$ cat config.mk
export PLATFORM = sky130hd
export DESIGN_NAME = cic_cfg_sequencer
export DESIGN_NICKNAME = d
export VERILOG_FILES = /design/src/rtl/cic_cfg_sequencer.sv
export SDC_FILE = /design/constraint.sdc
export NUM_CORES = 1
export LEC_CHECK = 0
export CAP_MARGIN = 10
export CORE_UTILIZATION = 50
export DETAILED_ROUTE_END_ITERATION = 10
export GPL_ROUTABILITY_DRIVEN = 0
export PLACE_DENSITY = 0.69
export SETUP_SLACK_MARGIN = 0.02
export SLEW_MARGIN = 10
export SYNTH_ARGS = -nofsm -noshare
export SYNTH_HDL_FRONTEND = slang
export SYNTH_SLANG_ARGS = --single-unit
$ cat constraint.sdc
create_clock -name CLK -period 3.4 [get_ports CLK]
set_input_delay 1.02 -clock CLK [delete_from_list [all_inputs] [get_ports CLK]]
set_output_delay 1.02 -clock CLK [all_outputs]
set_load 0.05 [all_outputs]
$ cat src/rtl/cic_cfg_sequencer.sv
// cic_cfg_sequencer: loads per-stage CIC config words over a shared bus using the isConfig/ACK/Done handshake
// Optional build macro CIC_CFG_AUTO_RETRY_EN: one 4-cycle-backoff retry per target before reporting a timeout.
module cic_cfg_sequencer #(
   parameter int NUM_TARGETS    = 3,
   parameter int CFG_DATA_WIDTH = 16,
   parameter int TIMEOUT_CYCLES = 64
) (
   input  logic                      CLK,
   input  logic                      nRST,
   input  logic                      Host_Wr,
   input  logic [2:0]                Host_Addr,
   input  logic [CFG_DATA_WIDTH-1:0] Host_WData,
   input  logic                      Host_Start,
   output logic                      Host_Busy,
   output logic                      Host_Done,
   output logic                      Host_Err,
   output logic [2:0]                Host_ErrIdx,
   output logic [NUM_TARGETS-1:0]    Cfg_Req,
   output logic [CFG_DATA_WIDTH-1:0] Cfg_Data,
   input  logic [NUM_TARGETS-1:0]    Cfg_Ack,
   input  logic [NUM_TARGETS-1:0]    Cfg_Done
);
   typedef enum logic [2:0] {IDLE, REQ, WAIT_DONE, NEXT, FINISH, ERR, RETRY} stateType;
   localparam int CW = $clog2(TIMEOUT_CYCLES + 4);
   localparam logic [2:0] LAST = 3'(NUM_TARGETS - 1);
   logic [CFG_DATA_WIDTH-1:0] cfgMem [8];
   stateType state, stateNext, failState;
   logic [2:0] idx, idxNext;
   logic [CW-1:0] waitCnt;
   logic [NUM_TARGETS-1:0] sel;
   logic ackHit, doneHit, timeout;
   assign sel       = NUM_TARGETS'(1) << idx;
   assign ackHit    = |(Cfg_Ack & sel);
   assign doneHit   = |(Cfg_Done & sel);
   assign timeout   = waitCnt == CW'(TIMEOUT_CYCLES - 1);
   assign Cfg_Req   = (state == REQ) ? sel : '0;
   assign Host_Busy = state inside {REQ, WAIT_DONE, NEXT, RETRY};
   assign Host_Done = state == FINISH;
`ifdef CIC_CFG_AUTO_RETRY_EN
   logic retried;
   assign failState = retried ? ERR : RETRY;
   // retry budget: one backoff per target, rearmed whenever a new target starts
   always_ff @(posedge CLK or negedge nRST)
      if (!nRST) retried <= 1'b0;
      else if (state == IDLE || state == NEXT) retried <= 1'b0;
      else if (stateNext == RETRY) retried <= 1'b1;
`else
   assign failState = ERR;
`endif
   // register file, frozen while a sequence runs; out-of-range targets dropped
   always_ff @(posedge CLK or negedge nRST)
      if (!nRST) for (int i = 0; i < 8; i++) cfgMem[i] <= '0;
      else if (Host_Wr && !Host_Busy && {1'b0, Host_Addr} < 4'(NUM_TARGETS)) cfgMem[Host_Addr] <= Host_WData;
   // next-state: only the addressed target's ACK/Done can move the FSM
   always_comb begin
      stateNext = state;
      idxNext   = idx;
      case (state)
         IDLE:      if (Host_Start) begin
                       stateNext = REQ;
                       idxNext   = '0;
                    end
         REQ:       stateNext = ackHit ? WAIT_DONE : timeout ? failState : REQ;
         WAIT_DONE: stateNext = doneHit ? NEXT : timeout ? failState : WAIT_DONE;
         NEXT:      if (idx == LAST) stateNext = FINISH;
                    else begin
                       stateNext = REQ;
                       idxNext   = idx + 3'd1;
                    end
         RETRY:     stateNext = (waitCnt == CW'(3)) ? REQ : RETRY;
         default:   stateNext = IDLE;
      endcase
   end
   // state, wait counter, data bus and sticky error reporting
   always_ff @(posedge CLK or negedge nRST)
      if (!nRST) begin
         state       <= IDLE;
         idx         <= '0;
         waitCnt     <= '0;
         Cfg_Data    <= '0;
         Host_Err    <= 1'b0;
         Host_ErrIdx <= '0;
      end else begin
         state   <= stateNext;
         idx     <= idxNext;
         waitCnt <= (stateNext != state) ? '0 : waitCnt + 1'b1;
         if (stateNext == REQ && state != REQ) Cfg_Data <= cfgMem[idxNext];
         if (state == IDLE && Host_Start) Host_Err <= 1'b0;
         else if (stateNext == ERR && state != ERR) begin
            Host_Err    <= 1'b1;
            Host_ErrIdx <= idx;
         end
      end
endmodule

Yosys cells after proc, flatten, opt, wreduce, memory -nomap -nowiden
Index checks and enable logic that the tools add are counted.

Output and inout bits: 25. Word-level logic and storage cells: 73. Flip-flop bits (word level): 161. Bits of input ports: 29.

Bitwise operators: 5. Reduce and logical (&&, ||, !) cells: 13. Multiplexer cells: 21. Shift operators: 1. Equal/unequal tests: 13. Add/subtract/negate cells: 2. $lt $le $gt $ge: 4.

Operators with widths (number): $bwmux W128 (1); $bmux W16 S3 (1); $demux W16 S3 (1); $mux W16 (3); $mux W3 (10); $pmux W3 S5 (1); $eq A3 B2 Y1 const B (3); $eq A3 B3 Y1 const B (3); $ge A4 B4 Y1 const B (2); $not A3 Y4 (2); $add A7 B1 Y7 const B (1); $eq A7 B2 Y1 const B (1); $eq A7 B6 Y1 const B (1); $mux W7 (1); $and A3 B3 Y3 (2); $eq A3 B1 Y1 const B (2); $logic_and A1 B1 Y1 (6); $pmux W3 S2 (1); $reduce_or A3 Y1 (2); $lt A4 B1 Y1 const B (1); $reduce_bool A4 Y1 (1); $add A3 B1 Y3 const B (1); $logic_not A3 Y1 (1); $lt A3 B2 Y1 const B (1); other kinds (9) (10).

Logic depth before layout (Yosys ltp)
Gate-level depths: netlist (run 1).

Word-level depth: 9. Mapped depth: 12. Gate-level depth less buffers: 8.

Least setup slack after synthesis (run 1)
Ideal clock, no wire load.

Path kind: reg-to-output. From: register idx[0]. To: output Cfg_Req[2]. Buffers on the path: 2. Slack: 0.270 ns. Cell stages (with the launch flop): 7. Arrival time: 2.110 ns. Data required time: 2.380 ns. Path through: dfrtp_1 buf_2 clkinv_1 clkbuf_1 ha_1 nand2b_1 nor2_1.

Cells in the longest elaborated chain, start to end: 2.

Ends and longest elaborated chain: start, declared (RTL line 28) `logic [2:0] idx, idxNext;`; start signal, assigned (RTL line 85) `idx <= idxNext;`; $shl A1 B3 Y3 (RTL line 32) `assign sel = NUM_TARGETS'(1) << idx;`; $mux W3 (RTL line 36) `assign Cfg_Req = (state == REQ) ? sel : '0;`; end, declared (RTL line 18) `output logic [NUM_TARGETS-1:0] Cfg_Req,`.

No other way between the ends.

Worst setup path in the final report (run 1)
From: register state[1]. To: output Host_Done.

Cells in the longest elaborated chain, start to end: 1.

Ends and longest elaborated chain: start, declared (RTL line 27) `stateType state, stateNext, failState;`; start signal, assigned (RTL line 84) `state <= stateNext;`; $eq A3 B3 Y1 (RTL line 38) `assign Host_Done = state == FINISH;`; end, declared (RTL line 15) `output logic Host_Done,`.

No other way between the ends.

==> impl_metrics.ini, run 1 <==
[run_status]
status = finished, violations left
violations = design-rule violations

[yosys]
synth.area.top_cells = dfrtp_1 53%, mux2_2 10%, clkbuf_1 4.8%, mux2i_1 4.0%, nor2_1 3.2%
yosysSeqAreaShare_pct = 53.4
yosysTopAreaCellShare_pct = 53.4
synth_warnings = 0
synthMostInstantiatedCell = dfrtp_1
syn_nets = 731
synthFlopType = dfrtp_1
synth_common_cells = 161 x dfrtp_1, 97 x clkbuf_1, 67 x mux2_2
synth_edf_count = 0
synth_area_per_cell_um2 = 10.8
netlist_area_um2 = 7540
ys_types = 62
synth_area_leader_cell = dfrtp_1
async_reset_ff_share_pct = 100
synth-seq-cells = 161
synth_cells = 697

[cts]
postCtsSetupRepairBufs = 0
post_cts_resize_count = 0
numCtsBuffers = 17
cts.root.buffer_cell = clkbuf_16
cts_tree = done
clock_latency_ps = 430
cts_buffer_depth = 2
ctsHoldBuffers = 0
cts_max_level = 4
path_clk_slew_ps = 60
clkSinkCount = 161

[setup_path]
path_cells = nor2_1 > and2_1 > clkdlybuf4s50_1
required_ps = 2380
crit_fanout = 14
critPathArrivalTime_ps = 2240
slowest_delay_ps = 790
cpLargestDelayFamily = buffers and inverters
cp_slowest_cell = clkdlybuf4s50_1
path_buf_inv = 1
crit_type = register to primary output
crit_cells = 3
worstSetupEndpointType = primary output
worst_setup_path_start_kind = register
r2r_cells = 9

[route]
drtIter0Drc = 443
num_vias = 5283
drtAntennaViolNets = 0
wl_mm = 18.6
dr.pass1.iters = 7
drcViolationCount = 6
vias_per_cell = 5.94
wl_per_cell_um = 20.9

[final_layout]
stdcell_count = 889
areaGrowthSynthToFinish_pct = 16.8
n_antenna_cell = 0
finish.net_count = 726
design_area_um2 = 8800
drive_gt1_share_pct = 25.4
fill_cells = 1193
final_core_util_pct = 60.1

[sta]
fin_crit_sh_pct = 95.8
rsz0062_at_grt = false
fmax_mhz = 307
max_slew_margin_pct = 51.3
setup_viol = 0
fin_crit_ps = 3260
drv_slew = 0
holdWs_ps = 374
tns_ps = 0
hold_viol_final = 0
skew_ps = 11.7
worst_pin_slew_ps = 713

[floorplan]
rows = 44
initial_core_util_pct = 51.5
die_area_um2 = 15600
pin_count = 54
die_w_um = 125
die_h_um = 125
core_um2 = 14600

[place]
io_buffers = 53
hpwlAfterDp_mm = 12.0
place_area_um2 = 8220
dp_cells = 857

[global_route]
grt_pass1_wl_mm = 30.3
grt_usage_pct = 25.5
grt_pass1_vias = 5467
grt_overflow = 0
grt_max_degree = 64
antenna_found_initial = 0

[hold_path]
min_path_cells = 0
hold_class = register to register

[pwr]
ir_drop_v = 0.000470
power_density_nw_per_um2 = 887
leakagePower_nw = 3.84

[flow_run]
cap_violations = 0
[cell families after synthesis]
logic type      Yosys count  synth area share, %
simple gates            176                 12.1
flops                   161                 53.4
compound gates          130                 12.4
buf+inv                 124                 6.82
mux                      97                 14.0
fa+ha+maj                 5                0.830
xor+xnor                  4                0.465
[power breakdown]
part           switching [mW]  total, mW  internal [mW]
Clock                   0.800       1.92           1.12
Combinational            1.88       3.19           1.30
Sequential              0.367       2.71           2.34
Total                    3.05       7.81           4.76
[per-stage QoR]
stage          setup slack, ps  total power [mW]
2_1_floorplan              270              4.66
3_3_place_gp              -128              5.81
3_5_place_dp              -152              5.88
4_1_cts                    149              7.82
5_1_grt                   45.0              8.19
6_report                   142              7.81
[sequential cells by signal (all words and copies together) (netlist names)]
name         count
cfgMem         128
Cfg_Data        16
Host_ErrIdx      3
state            3
idx              3
waitCnt          7
Host_Err         1
[layout by cell type (no fill, tap or decap), drive strengths merged, types with 15 or more instances in the layout]
master           n
nor2            65
buf             48
clkbuf          19
nor4            15
a31oi           30
dfrtp          161
a2111oi         16
mux2i           30
clkdlybuf4s50   49
a21oi           38
mux2            67
nand3           34
o221a           15
nor3            20
[worst paths after layout]
| path | startpoint | end | slack (ps) |
|---|---|---|---|
| min in group asynchronous | nRST | cfgMem[120]$_DFFE_PN0P_ | 490 |
| max in group asynchronous | nRST | cfgMem[125]$_DFFE_PN0P_ | 2150 |
| min reg2reg | cfgMem[14]$_DFFE_PN0P_ | cfgMem[14]$_DFFE_PN0P_ | 370 |
| max reg2reg | idx[0]$_DFF_PN0_ | Cfg_Data[6]$_DFFE_PN0P_ | 510 |
| min | cfgMem[14]$_DFFE_PN0P_ | cfgMem[14]$_DFFE_PN0P_ | 370 |
| max | state[1]$_DFF_PN0_ | Host_Done | 140 |
[area by class of cell]
| type | instances | area, µm² | share of cell area [%] |
|---|---|---|---|
| inverters | 3 | 11.3 | 0.128 |
| clock inverters | 13 | 135 | 1.53 |
| flip-flops and latches | 161 | 4030 | 45.8 |
| repair buffers | 97 | 917 | 10.4 |
| well taps | 184 | 230 | 2.62 |
| clock buffers | 19 | 453 | 5.14 |
| multi-input cells | 412 | 3030 | 34.4 |
[metal layers]
| layer | global-route usage, % | share of wire, % | vias to the layer above |
|---|---|---|---|
| met4 | 12.6 | 3.2 | 0 |
| met5 | 0 | 0 | - |
| met3 | 5.28 | 3.9 | 33 |
| met2 | 39.5 | 48 | 128 |
| met1 | 34.3 | 45 | 2675 |
| li1 | - | - | 2447 |
Power figures use the tool's default switching activity.
==> run 2: changes to the inputs <==
--- a/config.mk
+++ b/config.mk
@@ -6,9 +6,9 @@
 export NUM_CORES = 1
 export LEC_CHECK = 0
 export CAP_MARGIN = 10
+export CORE_ASPECT_RATIO = 0.7
 export CORE_UTILIZATION = 50
 export DETAILED_ROUTE_END_ITERATION = 10
-export GPL_ROUTABILITY_DRIVEN = 0
 export PLACE_DENSITY = 0.69
 export SETUP_SLACK_MARGIN = 0.02
 export SLEW_MARGIN = 10
==> impl_metrics.ini, run 2 (synthesis gave the netlist of run 1 again) <==
[sta]
hold_viol_final = 0
holdWs_ps = 372
tns_ps = 0
rsz0062_at_grt = false
worst_pin_slew_ps = 1020
max_slew_margin_pct = 31.9
drv_slew = 0
fmax_mhz = 314
final.setup.worst_slack_ps = 212
skew_ps = 5.09
fin_crit_ps = 3190
setup_viol = 0
fin_crit_sh_pct = 93.8

[global_route]
grt_pass1_vias = 5444
grt_pass1_wl_mm = 29.9
grt_usage_pct = 25.4
antenna_found_initial = 0
grt_overflow = 0
grt_max_degree = 76

[place]
io_buffers = 53
place_congestion = 0.800
dp_cells = 864
place_area_um2 = 8200
hpwlAfterDp_mm = 11.9
place_ws_ps = -44.5

[final_layout]
largest_register_ffs = 128
layout_common_cells = 160 x dfrtp_1, 67 x mux2_2, 64 x nor2_1
reg.largest.list = cfgMem: 128 flops, Cfg_Data: 16 flops, waitCnt: 7 flops
layout_commonest_cell = dfrtp_1
largest_register = cfgMem
fill_cells = 1122
final_core_util_pct = 60.1
stdcell_count = 896
design_area_um2 = 8840
finish.net_count = 722
drive_gt1_share_pct = 24.7
areaGrowthSynthToFinish_pct = 17.3
n_antenna_cell = 0

[route]
drtIter0Drc = 404
vias_per_cell = 5.97
num_vias = 5350
drtAntennaViolNets = 0
wl_per_cell_um = 20.4
dr.pass1.iters = 5
wl_mm = 18.3
drcViolationCount = 0

[floorplan]
pin_count = 54
initial_core_util_pct = 51.2
core_um2 = 14700
die_w_um = 149
rows = 37
die_h_um = 105
die_area_um2 = 15600

[cts]
cts_max_level = 4
cts_buffer_depth = 2
path_clk_slew_ps = 60
clock_latency_ps = 430
cts_tree = done
cts.root.buffer_cell = clkbuf_16
numCtsBuffers = 17
ctsHoldBuffers = 0
clkSinkCount = 161

[setup_path]
path_cells = nor2_1 > and2_1 > clkdlybuf4s50_1
critPathArrivalTime_ps = 2170
crit_type = register to primary output
slowest_delay_ps = 790
r2r_slack_ps = 390
required_ps = 2380
worstSetupEndpointType = primary output
cp_slowest_cell = clkdlybuf4s50_1
path_buf_inv = 1
worst_setup_path_start_kind = register
crit_fanout = 6
cpLargestDelayFamily = buffers and inverters

[run_status]
status = complete, no violations

[hold_path]
hold_class = register to register

[flow_run]
cap_violations = 0

[pwr]
ir_drop_v = 0.000502
leakagePower_nw = 3.86
power_density_nw_per_um2 = 896
power_mw = 7.92
[run 2: final cells by class]
| class | instances | area, µm² | area share, % |
|---|---|---|---|
| clock buffer | 20 | 457 | 5.16 |
| clock inverter | 12 | 181 | 2.05 |
| inverter | 3 | 11.3 | 0.127 |
| multi-input combinational | 412 | 3030 | 34.2 |
| sequential | 161 | 4030 | 45.6 |
| tap | 195 | 244 | 2.76 |
| timing repair buffer | 93 | 892 | 10.1 |
[run 2: worst paths after layout]
path,start,to,cells past startpoint
setup / recovery,state[1]$_DFF_PN0_,Host_Done,3
hold / removal,cfgMem[14]$_DFFE_PN0P_,cfgMem[14]$_DFFE_PN0P_,0
max in group asynchronous,nRST,idx[0]$_DFF_PN0_,2
hold reg to reg,cfgMem[14]$_DFFE_PN0P_,cfgMem[14]$_DFFE_PN0P_,0
min in group asynchronous,nRST,cfgMem[87]$_DFFE_PN0P_,1
setup reg to reg,idx[1]$_DFF_PN0_,Cfg_Data[10]$_DFFE_PN0P_,8
[run 2: metal layers]
layer | track usage [%] | vias up | share of wire, %
met5 | 0 | - | 0
met3 | 7.34 | 20 | 7.7
met1 | 37.3 | 2674 | 47
met4 | 7.65 | 0 | 1.2
met2 | 36.2 | 214 | 44
li1 | - | 2442 | -
[run 2: repair_timing]
| action | 4_1_cts | 5_1_grt |
|---|---|---|
| setup endpoints to repair | 0 | 1 |
| gates resized for setup | 0 | 1 |
| setup buffers | 0 | 0 |
[run 2: worst reg2reg max path, stage by stage (launching register included)]
cell	delay, ps
dfrtp_1	510
ha_1	310
and2b_2	280
a2bb2oi_2	210
o22ai_2	660
buf_4	300
a21oi_1	80
nor4_1	410
nor3_1	110
[run 2: power breakdown]
part / internal, mW / switching (mW)
Combinational: 1.28 / 1.87
Sequential: 2.34 / 0.383
Clock: 1.27 / 0.776
Total: 4.89 / 3.03
==> run 3: changes to the inputs <==
--- a/config.mk
+++ b/config.mk
@@ -8,6 +8,7 @@
 export CAP_MARGIN = 10
 export CORE_ASPECT_RATIO = 0.7
 export CORE_UTILIZATION = 50
+export CTS_CLUSTER_SIZE = 40
 export DETAILED_ROUTE_END_ITERATION = 10
 export PLACE_DENSITY = 0.69
 export SETUP_SLACK_MARGIN = 0.02
==> results of run 3 <==
No change in the layout: final DEF, timing and power equal those of run 2.
